File: config.mk
export PLATFORM = sky130hd
export DESIGN_NAME = icc_mailbox_fifo
export DESIGN_NICKNAME = d
export VERILOG_FILES = /design/src/rtl/icc_mailbox_fifo.sv
export SDC_FILE = /design/constraint.sdc
export NUM_CORES = 1
export LEC_CHECK = 0
export CORE_ASPECT_RATIO = 0.5
export CORE_MARGIN = 8
export CORE_UTILIZATION = 40
export DETAILED_ROUTE_END_ITERATION = 10
export GPL_ROUTABILITY_DRIVEN = 0
export PLACE_DENSITY = 0.56
export SLEW_MARGIN = 10
export SYNTH_ARGS = -nofsm -noshare
export SYNTH_HDL_FRONTEND = slang
export SYNTH_SLANG_ARGS = --single-unit
File: constraint.sdc
create_clock -name clk -period 4.1 [get_ports clk]
set_input_delay 0.615 -clock clk [delete_from_list [all_inputs] [get_ports clk]]
set_output_delay 0.615 -clock clk [all_outputs]
set_load 0.01 [all_outputs]
File: src/rtl/icc_mailbox_fifo.sv
// icc_mailbox_fifo: inter-core mailbox FIFO between a sender stream master and
// a receiver stream slave. First-word-fall-through head, registered s_ready /
// m_valid / level, and a sticky interrupt raised on a fill threshold.
// Optional feature macro: ICC_MAILBOX_TIMEOUT_EN adds an idle-timeout source
// for the interrupt (data pending with no transfer for TIMEOUT_CYCLES cycles).
module icc_mailbox_fifo #(
  parameter int WIDTH          = 32,
  parameter int DEPTH          = 16,
  parameter int IRQ_THRESHOLD  = 8,
  parameter int TIMEOUT_CYCLES = 256
) (
  input  logic                     clk,
  input  logic                     rst,
  input  logic                     s_valid,
  output logic                     s_ready,
  input  logic [WIDTH-1:0]         s_data,
  output logic                     m_valid,
  input  logic                     m_ready,
  output logic [WIDTH-1:0]         m_data,
  output logic [$clog2(DEPTH):0]   level,
  output logic                     irq,
  input  logic                     irq_ack
);

  localparam int PTR_W = $clog2(DEPTH);
  localparam int LVL_W = PTR_W + 1;
  localparam logic [LVL_W-1:0] FULL_LVL = LVL_W'(DEPTH);
  localparam logic [LVL_W-1:0] THR_LVL  = LVL_W'(IRQ_THRESHOLD);

  // Reject configurations the pointer/level arithmetic cannot represent.
  if (DEPTH < 4 || (DEPTH & (DEPTH - 1)) != 0 || IRQ_THRESHOLD < 1 ||
      IRQ_THRESHOLD > DEPTH || TIMEOUT_CYCLES < 2) begin : g_bad_cfg
    $error("icc_mailbox_fifo: illegal parameter combination");
  end

  typedef enum logic {
    IRQ_IDLE    = 1'b0,
    IRQ_PENDING = 1'b1
  } irq_state_e;

  logic [WIDTH-1:0] mem_q [DEPTH];
  logic [PTR_W-1:0] wr_ptr_q, wr_ptr_d;
  logic [PTR_W-1:0] rd_ptr_q, rd_ptr_d;
  logic [LVL_W-1:0] level_q, level_d;
  logic             s_ready_q, s_ready_d;
  logic             m_valid_q, m_valid_d;
  irq_state_e       irq_state_q, irq_state_d;
  logic             wr_acc;
  logic             rd_acc;
  logic             irq_set;
  logic             timeout_fire;

  // Accepted transfers and next pointer/occupancy; flags derive from level only.
  always_comb begin
    wr_acc    = s_valid & s_ready_q;
    rd_acc    = m_valid_q & m_ready;
    wr_ptr_d  = wr_ptr_q + PTR_W'(wr_acc);
    rd_ptr_d  = rd_ptr_q + PTR_W'(rd_acc);
    level_d   = level_q + LVL_W'(wr_acc) - LVL_W'(rd_acc);
    s_ready_d = (level_d < FULL_LVL);
    m_valid_d = (level_d != '0);
  end

  // Storage array; never reset, a reset only discards it via the pointers.
  always_ff @(posedge clk) begin
    if (wr_acc) mem_q[wr_ptr_q] <= s_data;
  end

`ifdef ICC_MAILBOX_TIMEOUT_EN
  localparam int CNT_W = $clog2(TIMEOUT_CYCLES) + 1;
  localparam logic [CNT_W-1:0] TO_MAX = CNT_W'(TIMEOUT_CYCLES);

  logic [CNT_W-1:0] idle_cnt_q, idle_cnt_d;

  // Idle counter: cleared by traffic or an empty FIFO, saturates so it fires once.
  always_comb begin
    idle_cnt_d = idle_cnt_q;
    if (wr_acc || rd_acc || (level_q == '0)) begin
      idle_cnt_d = '0;
    end else if (idle_cnt_q != TO_MAX) begin
      idle_cnt_d = idle_cnt_q + CNT_W'(1);
    end
    timeout_fire = (idle_cnt_d == TO_MAX) && (idle_cnt_q != TO_MAX);
  end

  // Idle counter register.
  always_ff @(posedge clk or negedge rst) begin
    if (!rst) idle_cnt_q <= '0;
    else      idle_cnt_q <= idle_cnt_d;
  end
`else
  assign timeout_fire = 1'b0;
`endif

  // Interrupt state: a set condition overrides an acknowledge in the same cycle.
  always_comb begin
    irq_set     = (level_d >= THR_LVL) || timeout_fire;
    irq_state_d = irq_state_q;
    case (irq_state_q)
      IRQ_IDLE:    if (irq_set)              irq_state_d = IRQ_PENDING;
      IRQ_PENDING: if (irq_ack && !irq_set)  irq_state_d = IRQ_IDLE;
      default:                               irq_state_d = IRQ_IDLE;
    endcase
  end

  // Control and status registers; s_ready stays low until the first edge after reset.
  always_ff @(posedge clk or negedge rst) begin
    if (!rst) begin
      wr_ptr_q    <= '0;
      rd_ptr_q    <= '0;
      level_q     <= '0;
      s_ready_q   <= 1'b0;
      m_valid_q   <= 1'b0;
      irq_state_q <= IRQ_IDLE;
    end else begin
      wr_ptr_q    <= wr_ptr_d;
      rd_ptr_q    <= rd_ptr_d;
      level_q     <= level_d;
      s_ready_q   <= s_ready_d;
      m_valid_q   <= m_valid_d;
      irq_state_q <= irq_state_d;
    end
  end

  assign s_ready = s_ready_q;
  assign m_valid = m_valid_q;
  assign level   = level_q;
  assign m_data  = mem_q[rd_ptr_q];
  assign irq     = (irq_state_q == IRQ_PENDING);

endmodule

## Yosys cells after proc, flatten, opt, wreduce, memory -nomap -nowiden

Memory sizes are Yosys's and may differ from the RTL's.
Index checks and enable logic that the tools add are counted.

- Bits in writable memories: 512
- Flip-flop bits (word level): 16
- Input port bits: 37
- Memories: 1

Memories:

| memory | depth | width | rd ports | clocked after memory_dff | wr ports | RTL line | source |
|---|---|---|---|---|---|---|---|
| mem_q | 16 | 32 | 1 | 0 | 1 | 41 | `logic [WIDTH-1:0] mem_q [DEPTH];` |

- Bitwise gates (word level): 3
- Order comparisons: 2
- $add $sub $neg: 4
- Reductions and logical operators: 3
- Muxes and demuxes: 5

Operator list:

| kind | number |
|---|---|
| 4-bit by 1-bit adder with 4-bit output | 2 |
| 5-bit by 1-bit adder with 5-bit output | 1 |
| 5-bit by 4-bit greater-or-equal comparator with 1-bit output, second input constant | 1 |
| 5-bit < comparator, second input constant | 1 |
| 5-bit nonzero test | 1 |
| 5-bit by 1-bit subtractor with 5-bit output | 1 |
| 1-bit 2-to-1 mux | 4 |
| 1-bit bitwise AND | 2 |
| 1-bit one-hot mux with 2 select lines | 1 |
| 1-bit logical AND | 1 |
| 1-bit zero test | 1 |
| 1-bit inverter | 1 |

## Depth between registers and ports, before layout

- Depth after elaboration: 8
- Depth in mapped cells: 11

## Worst setup path before layout

Ideal clock, no wire load.

- Kind: input port to flip-flop
- Start point: input s_valid
- End point: memory mem_q[0][0] (enable)
- Stages on the path: 3
- Setup slack: 0.367 ns
- Required time: 3.639 ns
- Arrival: 3.272 ns
- Setup time: 0.461 ns
- Path through: nand2_1 or3_1 nor3_1

- Word-level cells in the longest chain between the ends: 3

RTL lines:

| what | RTL line | source |
|---|---|---|
| start: declaration | 14 | `input logic s_valid,` |
| 1-bit bitwise AND | 55 | `wr_acc = s_valid & s_ready_q;` |
| 1-bit 2-to-1 mux | 66 | `if (wr_acc) mem_q[wr_ptr_q] <= s_data;` |
| 1-bit 2-to-1 mux (not written as such) | 66 |  |
| end: declaration | 41 |  |

Every way passes these cells.

## Final worst setup path

- Start point: register rd_ptr_q[0]
- End point: output m_data[28]

- Word-level cells in the longest chain between the ends: 1

RTL lines:

| what | RTL line | source |
|---|---|---|
| start: declaration | 43 | `logic [PTR_W-1:0] rd_ptr_q, rd_ptr_d;` |
| start signal: assignment | 117 | `rd_ptr_q <= rd_ptr_d;` |
| memory 16 x 32 bit | n/a |  |
| end: declaration | 19 | `output logic [WIDTH-1:0] m_data,` |

Every way passes these cells.

==> summary.txt <==
Critical path
  – Kind of critical path: register to output port
  – Critical Path RT: between 3000 and 4000 ps
  – Crit Path Max Fanout: 18
  – Worst-case reg-to-reg path depth: 5
  – Critical Path AT: between 3000 and 4000 ps
  – Reg-to-reg startpoint: s_ready
  – Critical path launch point: rd_ptr_q[0]
  – Setup crit start kind: register
  – Flop-to-flop setup slack: approximately 1900 ps
  – CP endpoint kind: output port

Placed design
  – Number of port buffers: 76
  – Placed cells: 1584
  – DP Area: around 0.022 sq mm
  – Dpl hpwl: roughly 23 mm

Floorplan
  – Std cell rows: 57
  – Die width: roughly 330 um
  – DIE HEIGHT: approximately 170 um
  – Area of the core: about 0.049 sq mm
  – Die area: 0.05767 sq mm
  – I/O Pins: 77
  – Starting Density: 0.4080

Global routing
  – Largest net degree at the start of global routing: 47
  – Vias in the first global route: 9702
  – Total GRT Usage: 0.1488
  – Grt total ovfl: 0
  – First-pass GRT wire length: approximately 64 mm
  – Antenna violations before repair: 0

Route
  – Pre-antenna DRT Iters: 4
  – Routed WL per cell: between 20 and 30 um
  – Iter 0 DRT Violations: between 800 and 900
  – Final WL: 43.43 mm
  – Vias per std cell: roughly 5.5
  – # DRC: 0
  – Number of nets with antenna violations after routing: 0
  – DR vias: 9154

Synth
  – Yosys warning count: 0
  – Seq/Total Area, Yosys: 0.7914
  – Synth Instances: between 800 and 900
  – Top FF cell, synth: edfxtp_1
  – Post-synth top cells: edfxtp_1, mux4_2, a22oi_1, nand2_1, clkbuf_1
  – Top cells by area, synth: edfxtp_1, mux4_2, a22oi_1, dfrtp_1, nand2_1
  – Synthesized flop and latch total: 528
  – Most common cell in the netlist: edfxtp_1
  – Post-Syn Area per Cell: 22.94 sq um
  – Post-synth EDFFs: approximately 510
  – Number of library cell types mapped by synthesis: 26
  – Largest area contributor in the synthesized netlist: edfxtp_1
  – Share of the synthesized area in the top cell type: 0.7713
  – Asr flop ratio synth: 0.03030
  – Cell Area, Synth: around 0.02 sq mm
  – Syn nets: between 900 and 1000

Finish
  – Layout fillers: slightly below 4000
  – Design Area, Final: around 0.023 sq mm
  – Register area: around 0.016 sq mm
  – # nets final: ~1000
  – Final core occ: 0.4780
  – Share of layout cells above drive strength 1: 0.2500
  – Layout area overhead: 17.16%
  – Antenna cells: 0
  – Multi-input logic area: just over 0.004 sq mm
  – Finished Layout Cells: 1669

CTS
  – Post-CTS Setup Bufs: 0
  – Total CTS buffers: 47
  – CTS resizes: 0
  – CTS Buffer Depth: 3
  – Sink Count: ~530
  – H-tree depth: 2
  – Root Driver: clkbuf_16
  – Later-pin clock latency in the skew report: roughly 550 ps
  – CTS clk-pin slew, worst paths: about 60 ps
  – CTS tree: done
  – Cts hold-fix bufs: 0

Job
  – Max Cap Violations: 0

Power
  – NetSw: 4.622 mW
  – Total power draw: about 16 mW
  – Cell Pwr Density: a little under 700 mW/mm^2
  – Comb power frac: 0.303
  – Sw Share: 0.2903
  – Clock Power Share: 0.279
  – Reg power frac: 0.418
  – Maximum VDD drop: roughly 290 uV
  – P_int: 11.30 mW
  – Static leakage: between 7 and 8 nW

Timing
  – Worst Skew: 17.51 ps
  – Unrepaired setup endpoints after global routing: false
  – Final Setup Violations: 0
  – Fin crit share: 0.8963
  – Final Hold Vio Count: 0
  – Setup TNS: 0 ps
  – Min cycle time layout: between 3000 and 4000 ps
  – Max-slew violation count: 0
  – Max_slew headroom: 0.4847
  – Slew @ Worst Pin: a little under 800 ps
  – Fmax: about 0.27 GHz

Worst hold path
  – Worst min-delay path category: primary input to asynchronous set/reset pin

Outcome
  – Outcome: finished clean
## cell usage in the layout, fill, tap and decap left out, drive strengths merged
cell | netlist | layout
a21o | 1 | 1
a21oi | 2 | 2
a22oi | 64 | 64
and2 | 1 | 1
and3 | 1 | 1
buf | 19 | 35
bufinv | 0 | 6
clkbuf | 26 | 59
clkdlybuf4s50 | 0 | 76
clkinv | 0 | 19
clkinvlp | 0 | 1
dfrtp | 16 | 16
edfxtp | 512 | 512
fa | 1 | 1
ha | 7 | 7
inv | 9 | 9
mux4 | 128 | 128
nand2 | 38 | 38
nand2b | 4 | 4
nand3 | 6 | 6
nand3b | 1 | 1
nor2 | 16 | 16
nor2b | 2 | 2
nor3 | 5 | 5
or3 | 1 | 1
xnor2 | 6 | 6
xor2 | 3 | 3
## path summary, 6_finish.rpt
| path | end |
|---|---|
| max | m_data[28] |
| min in group clk | irq |
| min reg2reg | irq |
| min | level[4] |
| max in group asynchronous | rd_ptr_q[0] |
| max reg2reg | mem_q[7][20] |
## power groups by stage
stage | Sequential (mW) | Combinational (mW) | Clock, mW
finish | 6.66 | 4.82 | 4.45
global route | 6.70 | 5.21 | 4.73
CTS | 6.67 | 4.97 | 4.53
detailed placement | 6.78 | 4.95 | 0
global placement | 6.76 | 4.89 | 0
floorplan | 6.60 | 3.07 | 0
## critical path, stage by stage, from the launching register on
cell and delay, ps:
dfrtp_4 700, buf_4 410, mux4_2 550, a22oi_1 210
nand2_1 120, clkdlybuf4s50_1 500
## stage by stage
stage / hold slack, ps / setup WS (ps)
floorplan: 319.4 / 367.5
global placement: 491.1 / 924.4
detailed placement: 510.9 / 915.7
CTS: 506.4 / 303.0
global route: 535.2 / 177.7
finish: 505.4 / 425.1
## cells by family after synthesis
group                      synth area share
DFF                                  0.7914
muxes                                0.1446
and+or+nand+nor                     0.01613
AOI/OAI and AO/OA                   0.02498
buffers and inverters               0.01349
xor gates and xnor gates           0.003955
adders and majority gates          0.005398
## routing by layer
| layer | global-route usage | up-vias | wire [um] |
|---|---|---|---|
| met5 | 0 | - | 0 |
| met4 | 0.02911 | 0 | 643 |
| met3 | 0.02243 | 56 | 2105 |
| met2 | 0.2452 | 215 | 21180 |
| met1 | 0.2112 | 4980 | 19510 |
| li1 | - | 3903 | - |
## flip-flops by register name, summed over array words and instances, names as in the netlist
| name | flops |
|---|---|
| m_valid | 1 |
| s_ready | 1 |
| rd_ptr_q | 4 |
| level | 5 |
| mem_q | 512 |
| wr_ptr_q | 4 |
| irq | 1 |
## area by class of cell
| cell class | instances | area share |
|---|---|---|
| flip-flops and latches | 528 | 0.6758 |
| clock buffers | 59 | 0.05411 |
| multi-input cells | 287 | 0.1723 |
| clock inverters | 26 | 0.01184 |
| inverters | 9 | 0.001447 |
| well taps | 649 | 0.03477 |
| repair buffers | 111 | 0.04972 |
(Power assumes the default switching activity.)
